--- config.mk ---
export PLATFORM = sky130hd
export DESIGN_NAME = color_detect_ctrl_flat
export DESIGN_NICKNAME = d
export VERILOG_FILES = /design/src/rtl/color_detect_pkg.sv /design/src/rtl/color_detect_ctrl_if.sv /design/src/rtl/color_result_skid.sv /design/src/rtl/color_detect_ctrl.sv /design/src/flat_wrapper.sv
export SDC_FILE = /design/constraint.sdc
export NUM_CORES = 1
export LEC_CHECK = 0
export CAP_MARGIN = 20
export CORE_AREA = 2 2 308 310
export DETAILED_ROUTE_END_ITERATION = 16
export DIE_AREA = 0 0 310 312
export GPL_TIMING_DRIVEN = 1
export SYNTH_ARGS = -nofsm -noshare
export SYNTH_HDL_FRONTEND = slang
export SYNTH_HIERARCHICAL = 1
export SYNTH_SLANG_ARGS = --single-unit
--- constraint.sdc ---
create_clock -name i_clk -period 1.7 [get_ports i_clk]
set_input_delay 0.51 -clock i_clk [delete_from_list [all_inputs] [get_ports i_clk]]
set_output_delay 0.51 -clock i_clk [all_outputs]
set_load 0.05 [all_outputs]
--- src/rtl/color_detect_pkg.sv ---
// Shared definitions for the color-detect control block.
//   - Color bin indices (red .. white) in datapath order
//   - Host register map bases: ctrl1 (hue) at 0..5, ctrl2 (sat/val) at 6..11
//   - Commit FSM state encoding
//   - Default widths for the hue, sat/val and result-cell registers
package color_detect_pkg;

  localparam int unsigned COLOR_RED    = 0;
  localparam int unsigned COLOR_ORANGE = 1;
  localparam int unsigned COLOR_YELLOW = 2;
  localparam int unsigned COLOR_GREEN  = 3;
  localparam int unsigned COLOR_BLUE   = 4;
  localparam int unsigned COLOR_WHITE  = 5;

  localparam int unsigned NUM_COLORS_DEF = COLOR_WHITE + 1;
  localparam int unsigned HUE_W_DEF      = 16;
  localparam int unsigned SV_W_DEF       = 32;
  localparam int unsigned NUM_CELLS_DEF  = 9;
  localparam int unsigned CELL_W_DEF     = 3;

  localparam logic [3:0] ADDR_CTRL1_BASE = 4'd0;
  localparam logic [3:0] ADDR_CTRL2_BASE = 4'd6;

  localparam logic [1:0] StIdle    = 2'd0;
  localparam logic [1:0] StPending = 2'd1;
  localparam logic [1:0] StApply   = 2'd2;

endpackage

--- src/rtl/color_detect_ctrl_if.sv ---
// Host/datapath/consumer signal bundle for color_detect_ctrl.
//   slave  : the controller side (takes writes, commits, frame pulses, results)
//   master : the host/datapath/consumer side
// Optional macro COLOR_CTRL_READBACK_EN adds i_rd_addr, i_rd_src and o_rd_data.
interface color_detect_ctrl_if
  import color_detect_pkg::*;
#(
  parameter int unsigned NUM_COLORS = NUM_COLORS_DEF,
  parameter int unsigned HUE_W      = HUE_W_DEF,
  parameter int unsigned SV_W       = SV_W_DEF,
  parameter int unsigned NUM_CELLS  = NUM_CELLS_DEF,
  parameter int unsigned CELL_W     = CELL_W_DEF
);

  logic                         i_wr_en;
  logic [3:0]                   i_wr_addr;
  logic [SV_W-1:0]              i_wr_data;
  logic                         i_commit;
  logic                         o_busy;
  logic [7:0]                   o_cfg_epoch;
  logic                         i_frame_start;
  logic                         i_frame_done;
  logic [NUM_COLORS*HUE_W-1:0]  o_hue_ctrl;
  logic [NUM_COLORS*SV_W-1:0]   o_sv_ctrl;
  logic [NUM_CELLS*CELL_W-1:0]  i_colors;
  logic [NUM_CELLS*CELL_W-1:0]  o_res_data;
  logic                         o_res_valid;
  logic                         i_res_ready;
  logic                         o_res_overflow;
`ifdef COLOR_CTRL_READBACK_EN
  logic [3:0]                   i_rd_addr;
  logic                         i_rd_src;
  logic [SV_W-1:0]              o_rd_data;
`endif

  modport slave (
    input  i_wr_en, i_wr_addr, i_wr_data, i_commit, i_frame_start, i_frame_done,
    input  i_colors, i_res_ready,
    output o_busy, o_cfg_epoch, o_hue_ctrl, o_sv_ctrl, o_res_data, o_res_valid,
    output o_res_overflow
`ifdef COLOR_CTRL_READBACK_EN
    , input i_rd_addr, i_rd_src
    , output o_rd_data
`endif
  );

  modport master (
    output i_wr_en, i_wr_addr, i_wr_data, i_commit, i_frame_start, i_frame_done,
    output i_colors, i_res_ready,
    input  o_busy, o_cfg_epoch, o_hue_ctrl, o_sv_ctrl, o_res_data, o_res_valid,
    input  o_res_overflow
`ifdef COLOR_CTRL_READBACK_EN
    , output i_rd_addr, i_rd_src
    , input o_rd_data
`endif
  );

endinterface

--- src/rtl/color_result_skid.sv ---
// Per-frame result capture with a one-entry valid/ready output stage.
// Ports:
//   i_clk, i_rstn    clock, asynchronous active-low reset
//   i_frame_done     pulse: i_colors is final for this frame
//   i_colors         datapath result cells
//   i_res_ready      consumer accepts o_res_data this cycle
//   o_res_data       held result
//   o_res_valid      o_res_data is available
//   o_res_overflow   sticky: a frame result was dropped because the stage was full
module color_result_skid #(
  parameter int unsigned NUM_CELLS = 9,
  parameter int unsigned CELL_W    = 3
) (
  input  logic                        i_clk,
  input  logic                        i_rstn,
  input  logic                        i_frame_done,
  input  logic [NUM_CELLS*CELL_W-1:0] i_colors,
  input  logic                        i_res_ready,
  output logic [NUM_CELLS*CELL_W-1:0] o_res_data,
  output logic                        o_res_valid,
  output logic                        o_res_overflow
);

  logic [NUM_CELLS*CELL_W-1:0] data_q;
  logic                        valid_q;
  logic                        overflow_q;
  logic                        slot_free;

  // The slot can take a new result if empty or being drained this cycle.
  assign slot_free = !valid_q || i_res_ready;

  always_ff @(posedge i_clk or negedge i_rstn) begin
    if (!i_rstn) begin
      data_q     <= '0;
      valid_q    <= 1'b0;
      overflow_q <= 1'b0;
    end else begin
      if (i_frame_done && slot_free) begin
        data_q  <= i_colors;
        valid_q <= 1'b1;
      end else if (valid_q && i_res_ready) begin
        valid_q <= 1'b0;
      end
      if (i_frame_done && !slot_free) begin
        overflow_q <= 1'b1;
      end
    end
  end

  assign o_res_data     = data_q;
  assign o_res_valid    = valid_q;
  assign o_res_overflow = overflow_q;

endmodule

--- src/rtl/color_detect_ctrl.sv ---
// Configuration and result-handshake controller for the color-detect datapath.
// Host writes land in shadow registers; a commit copies them into the active
// registers only on the cycle after the next frame start, so thresholds never
// change mid-frame. Frame results are captured by color_result_skid.
// Ports:
//   i_clk, i_rstn  clock, asynchronous active-low reset
//   bus            color_detect_ctrl_if.slave: register writes, commit/busy/epoch,
//                  frame pulses, active hue/sat-val outputs, result handshake
// Optional macro COLOR_CTRL_READBACK_EN: registered readback of shadow or active
// registers through bus.i_rd_addr / bus.i_rd_src / bus.o_rd_data.
module color_detect_ctrl
  import color_detect_pkg::*;
#(
  parameter int unsigned NUM_COLORS = NUM_COLORS_DEF,
  parameter int unsigned HUE_W      = HUE_W_DEF,
  parameter int unsigned SV_W       = SV_W_DEF,
  parameter int unsigned NUM_CELLS  = NUM_CELLS_DEF,
  parameter int unsigned CELL_W     = CELL_W_DEF
) (
  input logic                i_clk,
  input logic                i_rstn,
  color_detect_ctrl_if.slave bus
);

  localparam int unsigned HueVecW = NUM_COLORS * HUE_W;
  localparam int unsigned SvVecW  = NUM_COLORS * SV_W;

  logic [HueVecW-1:0] hue_sh_q, hue_sh_d, hue_act_q;
  logic [SvVecW-1:0]  sv_sh_q, sv_sh_d, sv_act_q;
  logic [1:0]         state_q, state_d;
  logic [7:0]         epoch_q;

  // Shadow writes; addresses beyond the ctrl2 range match nothing.
  always_comb begin
    hue_sh_d = hue_sh_q;
    sv_sh_d  = sv_sh_q;
    for (int c = 0; c < NUM_COLORS; c++) begin
      if (bus.i_wr_en && bus.i_wr_addr == 4'(ADDR_CTRL1_BASE + c)) begin
        hue_sh_d[c*HUE_W +: HUE_W] = bus.i_wr_data[HUE_W-1:0];
      end
      if (bus.i_wr_en && bus.i_wr_addr == 4'(ADDR_CTRL2_BASE + c)) begin
        sv_sh_d[c*SV_W +: SV_W] = bus.i_wr_data;
      end
    end
  end

  // Commit FSM: a commit arriving with a frame start in IDLE only arms;
  // commits while armed or applying are dropped.
  always_comb begin
    state_d = state_q;
    case (state_q)
      StIdle:    if (bus.i_commit)      state_d = StPending;
      StPending: if (bus.i_frame_start) state_d = StApply;
      StApply:                          state_d = StIdle;
      default:                          state_d = StIdle;
    endcase
  end

  always_ff @(posedge i_clk or negedge i_rstn) begin
    if (!i_rstn) begin
      hue_sh_q  <= '0;
      sv_sh_q   <= '0;
      hue_act_q <= '0;
      sv_act_q  <= '0;
      state_q   <= StIdle;
      epoch_q   <= 8'd0;
    end else begin
      hue_sh_q <= hue_sh_d;
      sv_sh_q  <= sv_sh_d;
      state_q  <= state_d;
      // Copies the pre-write shadow value when a write coincides with APPLY.
      if (state_q == StApply) begin
        hue_act_q <= hue_sh_q;
        sv_act_q  <= sv_sh_q;
        epoch_q   <= epoch_q + 8'd1;
      end
    end
  end

  assign bus.o_busy      = (state_q != StIdle);
  assign bus.o_cfg_epoch = epoch_q;
  assign bus.o_hue_ctrl  = hue_act_q;
  assign bus.o_sv_ctrl   = sv_act_q;

  color_result_skid #(
    .NUM_CELLS (NUM_CELLS),
    .CELL_W    (CELL_W)
  ) u_result_skid (
    .i_clk          (i_clk),
    .i_rstn         (i_rstn),
    .i_frame_done   (bus.i_frame_done),
    .i_colors       (bus.i_colors),
    .i_res_ready    (bus.i_res_ready),
    .o_res_data     (bus.o_res_data),
    .o_res_valid    (bus.o_res_valid),
    .o_res_overflow (bus.o_res_overflow)
  );

`ifdef COLOR_CTRL_READBACK_EN
  logic [SV_W-1:0] rd_data_d, rd_data_q;

  always_comb begin
    rd_data_d = '0;
    for (int c = 0; c < NUM_COLORS; c++) begin
      if (bus.i_rd_addr == 4'(ADDR_CTRL1_BASE + c)) begin
        rd_data_d = SV_W'(bus.i_rd_src ? hue_act_q[c*HUE_W +: HUE_W]
                                       : hue_sh_q[c*HUE_W +: HUE_W]);
      end
      if (bus.i_rd_addr == 4'(ADDR_CTRL2_BASE + c)) begin
        rd_data_d = bus.i_rd_src ? sv_act_q[c*SV_W +: SV_W] : sv_sh_q[c*SV_W +: SV_W];
      end
    end
  end

  always_ff @(posedge i_clk or negedge i_rstn) begin
    if (!i_rstn) begin
      rd_data_q <= '0;
    end else begin
      rd_data_q <= rd_data_d;
    end
  end

  assign bus.o_rd_data = rd_data_q;
`endif

endmodule

--- src/flat_wrapper.sv ---
// flat-port wrapper written by rule: the top's interface ports become plain ports
module color_detect_ctrl_flat import color_detect_pkg::*;
#(
  parameter int unsigned NUM_COLORS = NUM_COLORS_DEF,
  parameter int unsigned HUE_W      = HUE_W_DEF,
  parameter int unsigned SV_W       = SV_W_DEF,
  parameter int unsigned NUM_CELLS  = NUM_CELLS_DEF,
  parameter int unsigned CELL_W     = CELL_W_DEF
)
  (i_clk, i_rstn, bus_i_wr_en, bus_i_wr_addr, bus_i_wr_data, bus_i_commit, bus_i_frame_start, bus_i_frame_done, bus_i_colors, bus_i_res_ready, bus_o_busy, bus_o_cfg_epoch, bus_o_hue_ctrl, bus_o_sv_ctrl, bus_o_res_data, bus_o_res_valid, bus_o_res_overflow);
  color_detect_ctrl_if #(.NUM_COLORS(NUM_COLORS), .HUE_W(HUE_W), .SV_W(SV_W), .NUM_CELLS(NUM_CELLS), .CELL_W(CELL_W)) bus_i ();
  input logic i_clk;
  input logic i_rstn;
  input wire logic [$bits(bus_i.i_wr_en)-1:0] bus_i_wr_en;
  input wire logic [$bits(bus_i.i_wr_addr)-1:0] bus_i_wr_addr;
  input wire logic [$bits(bus_i.i_wr_data)-1:0] bus_i_wr_data;
  input wire logic [$bits(bus_i.i_commit)-1:0] bus_i_commit;
  input wire logic [$bits(bus_i.i_frame_start)-1:0] bus_i_frame_start;
  input wire logic [$bits(bus_i.i_frame_done)-1:0] bus_i_frame_done;
  input wire logic [$bits(bus_i.i_colors)-1:0] bus_i_colors;
  input wire logic [$bits(bus_i.i_res_ready)-1:0] bus_i_res_ready;
  output wire logic [$bits(bus_i.o_busy)-1:0] bus_o_busy;
  output wire logic [$bits(bus_i.o_cfg_epoch)-1:0] bus_o_cfg_epoch;
  output wire logic [$bits(bus_i.o_hue_ctrl)-1:0] bus_o_hue_ctrl;
  output wire logic [$bits(bus_i.o_sv_ctrl)-1:0] bus_o_sv_ctrl;
  output wire logic [$bits(bus_i.o_res_data)-1:0] bus_o_res_data;
  output wire logic [$bits(bus_i.o_res_valid)-1:0] bus_o_res_valid;
  output wire logic [$bits(bus_i.o_res_overflow)-1:0] bus_o_res_overflow;
  assign bus_i.i_wr_en = bus_i_wr_en;
  assign bus_i.i_wr_addr = bus_i_wr_addr;
  assign bus_i.i_wr_data = bus_i_wr_data;
  assign bus_i.i_commit = bus_i_commit;
  assign bus_i.i_frame_start = bus_i_frame_start;
  assign bus_i.i_frame_done = bus_i_frame_done;
  assign bus_i.i_colors = bus_i_colors;
  assign bus_i.i_res_ready = bus_i_res_ready;
  assign bus_o_busy = bus_i.o_busy;
  assign bus_o_cfg_epoch = bus_i.o_cfg_epoch;
  assign bus_o_hue_ctrl = bus_i.o_hue_ctrl;
  assign bus_o_sv_ctrl = bus_i.o_sv_ctrl;
  assign bus_o_res_data = bus_i.o_res_data;
  assign bus_o_res_valid = bus_i.o_res_valid;
  assign bus_o_res_overflow = bus_i.o_res_overflow;
  color_detect_ctrl #(.NUM_COLORS(NUM_COLORS), .HUE_W(HUE_W), .SV_W(SV_W), .NUM_CELLS(NUM_CELLS), .CELL_W(CELL_W)) u_core (.i_clk(i_clk), .i_rstn(i_rstn), .bus(bus_i));
endmodule
-- Word level (Yosys, flattened, before mapping)
Index checks and enable logic that the tools add are counted.
- register bits after elaboration: 615
- input bits: 70
- output and inout port bits: 326
- logic and storage cells: 63
- add/subtract/negate cells: 1
- eq/ne operators: 15
- muxes and demuxes: 5
- reductions and logical operators: 23
- operators with widths (cell ; count):
    4-bit by 3-bit == test with 1-bit output, second input constant ; 4
    4-bit == test, second input constant ; 4
    1-bit logical AND ; 15
    8-bit by 1-bit adder with 8-bit output, second input constant ; 1
    4-bit by 2-bit == test with 1-bit output, second input constant ; 2
    4-bit by 1-bit == test with 1-bit output, second input constant ; 1
    4-bit zero test ; 1
    2-bit 2-to-1 mux ; 2
    2-bit inequality test, second input constant ; 2
    2-bit one-hot mux with 2 select lines ; 1
    2-bit nonzero test ; 2
    2-bit by 1-bit == test with 1-bit output, second input constant ; 1
    2-bit == test, second input constant ; 1
    1-bit zero test ; 2
    2-bit zero test ; 1
    1-bit 2-to-1 mux ; 2
    2-bit AND reduction ; 1
    1-bit logical OR ; 1

-- Depth between registers and ports, before layout
Gate-level depths: netlist (run 1).
- depth after elaboration: 4
- depth in mapped cells: 6
- mapped depth without buffers: 3

-- Modules after synthesis
Netlist (run 1), hierarchy kept.
- modules (own cells, without submodules) (module ; instances ; cells an instance ; area an instance (um2) ; seq. area each (um2)):
    color_detect_ctrl ; 1 ; 1891 ; 22037.4 ; 14664.1
    color_result_skid ; 1 ; 63 ; 1184.9 ; 725.7

-- Worst setup path after synthesis (run 1)
OpenSTA, ideal clock, no wires.
- path type: input -> register
- from: input port bus_i_wr_addr[3]
- to: register u_core.hue_sh_q[53]
- library setup time: 0.125 ns
- data arrival time: 1.600 ns
- required time: 1.575 ns
- path slack: -0.025 ns
- cell stages on the path: 5
- path buffers: 2
- path through: nor3b_2 -> and3_1 -> buf_2 -> buf_4 -> mux2_2
- word-level cells in the longest chain between the ends: 2
- ends and longest elaborated chain (what ; line ; RTL):
    start, declared ; flat_wrapper.sv:15 ; input wire logic [$bits(bus_i.i_wr_addr)-1:0] bus_i_wr_addr;
    4-bit by 2-bit == test with 1-bit output ; color_detect_ctrl.sv:38 ; if (bus.i_wr_en && bus.i_wr_addr == 4'(ADDR_CTRL1_BASE + c)) begin
    1-bit logical AND ; color_detect_ctrl.sv:38 ;
    end signal, assigned ; color_detect_ctrl.sv:68 ; hue_sh_q <= hue_sh_d;
    end, declared ; color_detect_ctrl.sv:28 ; logic [HueVecW-1:0] hue_sh_q, hue_sh_d, hue_act_q;
Every way passes these cells.
A chain may end at the register's enable or synchronous reset.

-- Worst setup path in the final report (run 1)
- from: register u_core.state_q[1]
- to: output port bus_o_busy
- word-level cells in the longest chain between the ends: 1
- ends and longest elaborated chain (what ; line ; RTL):
    start, declared ; color_detect_ctrl.sv:30 ; logic [1:0] state_q, state_d;
    start signal, assigned ; color_detect_ctrl.sv:65 ; state_q <= StIdle;
    start signal, assigned ; color_detect_ctrl.sv:70 ; state_q <= state_d;
    2-bit nonzero test ; color_detect_ctrl.sv:80 ; assign bus.o_busy = (state_q != StIdle);
    end, declared ; flat_wrapper.sv:22 ; output wire logic [$bits(bus_i.o_busy)-1:0] bus_o_busy;
Every way passes these cells.

==> flow_metrics.py, run 1 <==
metrics = {
    "status": {
        "status": "finished with violations",
        "violations": "setup timing",
    },
    "timing": {
        "finalSetupViolations": 83,
        "rsz0062_at_grt": "yes",
        "hold_slack_ns": 0.3639,
        "slew_headroom_pct": 70.34,
        "setup_slack_ns": -0.2016,
        "worst_slew_pin_slew_ns": 0.4435,
        "min_period_ns": 1.902,
        "clock.fmax_mhz": 525.9,
        "post-route-period-util_pct": 111.9,
        "totalNegativeSetupSlack_ns": -1.247,
        "slew_viol_final": 0,
        "skew_ns": 0.01424,
        "hold_viol": 0,
    },
    "routing": {
        "drc": 0,
        "ant_nets": 0,
        "post_drt_wl_per_cell_um": 18.86,
        "viasPerCell": 4.171,
        "drtIter0Drc": 1168,
        "drt_pre_antenna_iters": 5,
        "via_count": 16010,
        "drt_wl_total_um": 72390,
    },
    "run": {
        "maxCapViolCount": 0,
    },
    "logic_synthesis": {
        "async_flop_share_pct": 100.0,
        "synth_top_area_share_pct": 66.27,
        "synth_top_family_by_area": "multiplexers",
        "yosys.area_share.simple_pct": 15.02,
        "ys_seq_area_share_pct": 66.27,
        "syn_inst": 1954,
        "synthesis.nets": 2025,
        "synth_area_leaders": "dfrtp_1, nand2_1, mux2_2, mux2_4, clkbuf_1",
        "yosysUniqueCellTypes": 31,
        "synth_top_cell_by_area": "dfrtp_1",
        "synth_top_flop_cell": "dfrtp_1",
        "synth.most_common_cell": "nand2_1",
        "synth_edf_count": 0,
        "netlist_area_um2": 23220,
        "synth_compound_gate_area_share_pct": 0.03233,
        "synth_common_cells": "nand2_1, dfrtp_1, mux2_2, clkbuf_1, mux2_4",
        "synth.avg_cell_area_um2": 11.88,
        "synthMuxAreaShare_pct": 16.08,
        "ys_ff_latch": 615,
        "synth_fa_ha_area_share_pct": 0.05388,
        "synthXorXnorAreaFrac_pct": 0.2640,
        "ys_warn_count": 6,
    },
    "grt": {
        "gr-total-overflow": 0,
        "grt_max_degree": 80,
        "grt_pass1_wl_um": 108200,
        "grt_usage_pct": 14.94,
        "antenna_found_initial": 12,
        "grt_pass1_vias": 16640,
    },
    "pwr": {
        "p_leak_nw": 17.49,
        "pwr-share-comb_pct": 45.5,
        "p_clk_share_pct": 21.4,
        "netSwitchingPower_w": 0.02864,
        "p_int_w": 0.04575,
        "power_frac_seq_pct": 33.0,
        "total_power_w": 0.07439,
        "powerDensity_nw_per_um2": 2038,
        "irDropWorstVdd_mv": 1.375,
        "switching_share_pct": 38.50,
    },
    "worst_setup_path": {
        "worstRegToRegCells": 6,
        "startpoint_type": "register",
        "endpoint_kind": "output port",
        "worstPathRequired_ns": 1.19,
        "crit_chain": "or2_4 -> buf_8",
        "crit_type": "register to output port",
        "r2r_start": "u_core/state_q[0]",
        "worstPathMaxFanout": 2,
        "critPathLaunch": "u_core/state_q[1]",
        "slowest_stage": "dfrtp_2",
        "crit_arrival_ns": 1.39,
        "critPathMaxStageDelay_ns": 0.40,
    },
    "clocking": {
        "htree_levels": 3,
        "cts.sinks": 615,
        "cts_buffers": 72,
        "clkTransAtPathRegs_ns": 0.06,
        "clock_path_buffers": 3,
        "clock-root-buffer": "clkbuf_16",
        "clk_latency_ns": 0.61,
        "cts_tree": "yes",
    },
    "floorplanning": {
        "die_x_um": 310,
        "dieArea_um2": 96720,
        "die_height_um": 312,
        "core_um2": 93050,
        "io_pins": 396,
        "start_util_pct": 24.96,
        "num_rows": 112,
    },
    "layout": {
        "finish.utilization_pct": 39.23,
        "area_growth_pct": 57.19,
        "stdcell_count": 3838,
        "layout-drive-gt1-share_pct": 39.50,
        "nNetsFinal": 2598,
    },
    "placement": {
        "port_buffers": 395,
        "placedCellCount": 3606,
        "place_hpwl_um": 48290,
        "place_congestion": 0.7519,
    },
    "worst_hold_path": {
        "hp-class": "input port to async pin",
    },
}
-- cells by family after synthesis --
group	Yosys count
AO/OA/AOI/OAI	1
XOR/XNOR	7
adder cells (fa/ha/maj)	1
buffers and inverters	112
flip-flops	615
multiplexers	316
AND/OR/NAND/NOR	902
-- registers in the layout, summed over array words and instances (netlist names) --
register,flops
u_core/bus.o_sv_ctrl,192
u_core/sv_sh_q,192
u_core/bus.o_hue_ctrl,96
u_core/hue_sh_q,96
u_core/u_result_skid/o_res_data,27
u_core/bus.o_cfg_epoch,8
u_core/state_q,2
u_core/u_result_skid/o_res_overflow,1
u_core/u_result_skid/o_res_valid,1
-- cell type report --
type	count	area, um2
Timing Repair Buffer	609	9625
Inverter	2	7.507
Multi-Input combinational cell	1227	7371
Clock buffer	101	2135
Fill cell	8787	56550
Antenna cell	2	5.005
Tap cell	1254	1569
Sequential cell	615	15450
Clock inverter	28	337.8
-- worst max-delay path: cells and delay by family, from the launching register on --
family                 cells  cell delay, ns
buffers and inverters      1            0.15
flip-flops                 1            0.40
AND/OR/NAND/NOR            1            0.25
-- cells in the final DEF (no fill, tap or decap), drive strengths merged --
| cell | instances |
|---|---|
| o21bai | 1 |
| nand4 | 4 |
| mux2i | 1 |
| inv | 5 |
| ha | 1 |
| mux2 | 315 |
| diode | 2 |
| and3 | 2 |
| and4b | 1 |
| clkinvlp | 2 |
| xnor2 | 7 |
| or2 | 1 |
| clkinv | 18 |
| bufinv | 5 |
| or3 | 2 |
| clkdlybuf4s50 | 67 |
| nor2 | 8 |
| buf | 540 |
| dlygate4sd3 | 1 |
| nand2 | 873 |
| dlygate4sd2 | 1 |
| nand3b | 3 |
| dfrtp | 615 |
| nor2b | 1 |
| clkbuf | 101 |
| nand2b | 5 |
| nor3b | 2 |
-- what timing repair did --
| action | 4_1_cts | 5_1_grt |
|---|---|---|
| setup buffers | 52 | 48 |
| pin swaps | 1 | 0 |
| endpoints found under the setup margin | 418 | 326 |
| hold buffers | 1 | 0 |
| gates resized for setup | 44 | 12 |
| endpoints found under the hold margin | 3 | 0 |
-- metrics by stage --
stage	instance area (um2)	worst slack (ns)
global route	36500	-0.2592
CTS	36120	-0.2365
finish	36500	-0.2016
global placement	33190	-0.7451
detailed placement	33190	-0.7357
floorplan	23240	-0.02294
-- per-layer routing --
| layer | part of all wire, % | vias up | global-route usage, % | wire length, um |
|---|---|---|---|---|
| met5 | 0.018 | - | 0 | 13 |
| met4 | 2.7 | 2 | 4.776 | 1934 |
| met3 | 6.4 | 109 | 3.777 | 4620 |
| met2 | 49 | 395 | 24.31 | 35490 |
| met1 | 42 | 8107 | 19.41 | 30330 |
| li1 | - | 7397 | - | - |
-- power groups by stage --
stage | clock, W | combinational [W] | sequential [W]
after floorplan | 0 | 0.00448 | 0.0336
after global placement | 0 | 0.0324 | 0.0247
after detailed placement | 0 | 0.0326 | 0.0248
after CTS | 0.0164 | 0.0335 | 0.0246
after global routing | 0.0171 | 0.0354 | 0.0251
final | 0.0160 | 0.0339 | 0.0246
-- final timing paths --
kind                                              to  slack (ns)
max                                       bus_o_busy       -0.20
min                               u_core/sv_sh_q[44]        0.36
max reg2reg                u_core/bus.o_hue_ctrl[88]        0.22
min reg2reg                u_core/bus.o_hue_ctrl[18]        0.45
max in group asynchronous   u_core/bus.o_sv_ctrl[94]        0.56
min in group i_clk         u_core/bus.o_hue_ctrl[18]        0.45
No activity file was read; power rests on OpenSTA's default activity.
==> run 2, diff against run 1 <==
--- a/config.mk
+++ b/config.mk
@@ -5,11 +5,13 @@
 export SDC_FILE = /design/constraint.sdc
 export NUM_CORES = 1
 export LEC_CHECK = 0
+export ABC_CLOCK_PERIOD_IN_PS = 1700
 export CAP_MARGIN = 20
 export CORE_AREA = 2 2 308 310
 export DETAILED_ROUTE_END_ITERATION = 16
 export DIE_AREA = 0 0 310 312
 export GPL_TIMING_DRIVEN = 1
+export SLEW_MARGIN = 20
 export SYNTH_ARGS = -nofsm -noshare
 export SYNTH_HDL_FRONTEND = slang
 export SYNTH_HIERARCHICAL = 1
==> results of run 2 <==
Final layout, timing and power as in run 1 (identical DEF).
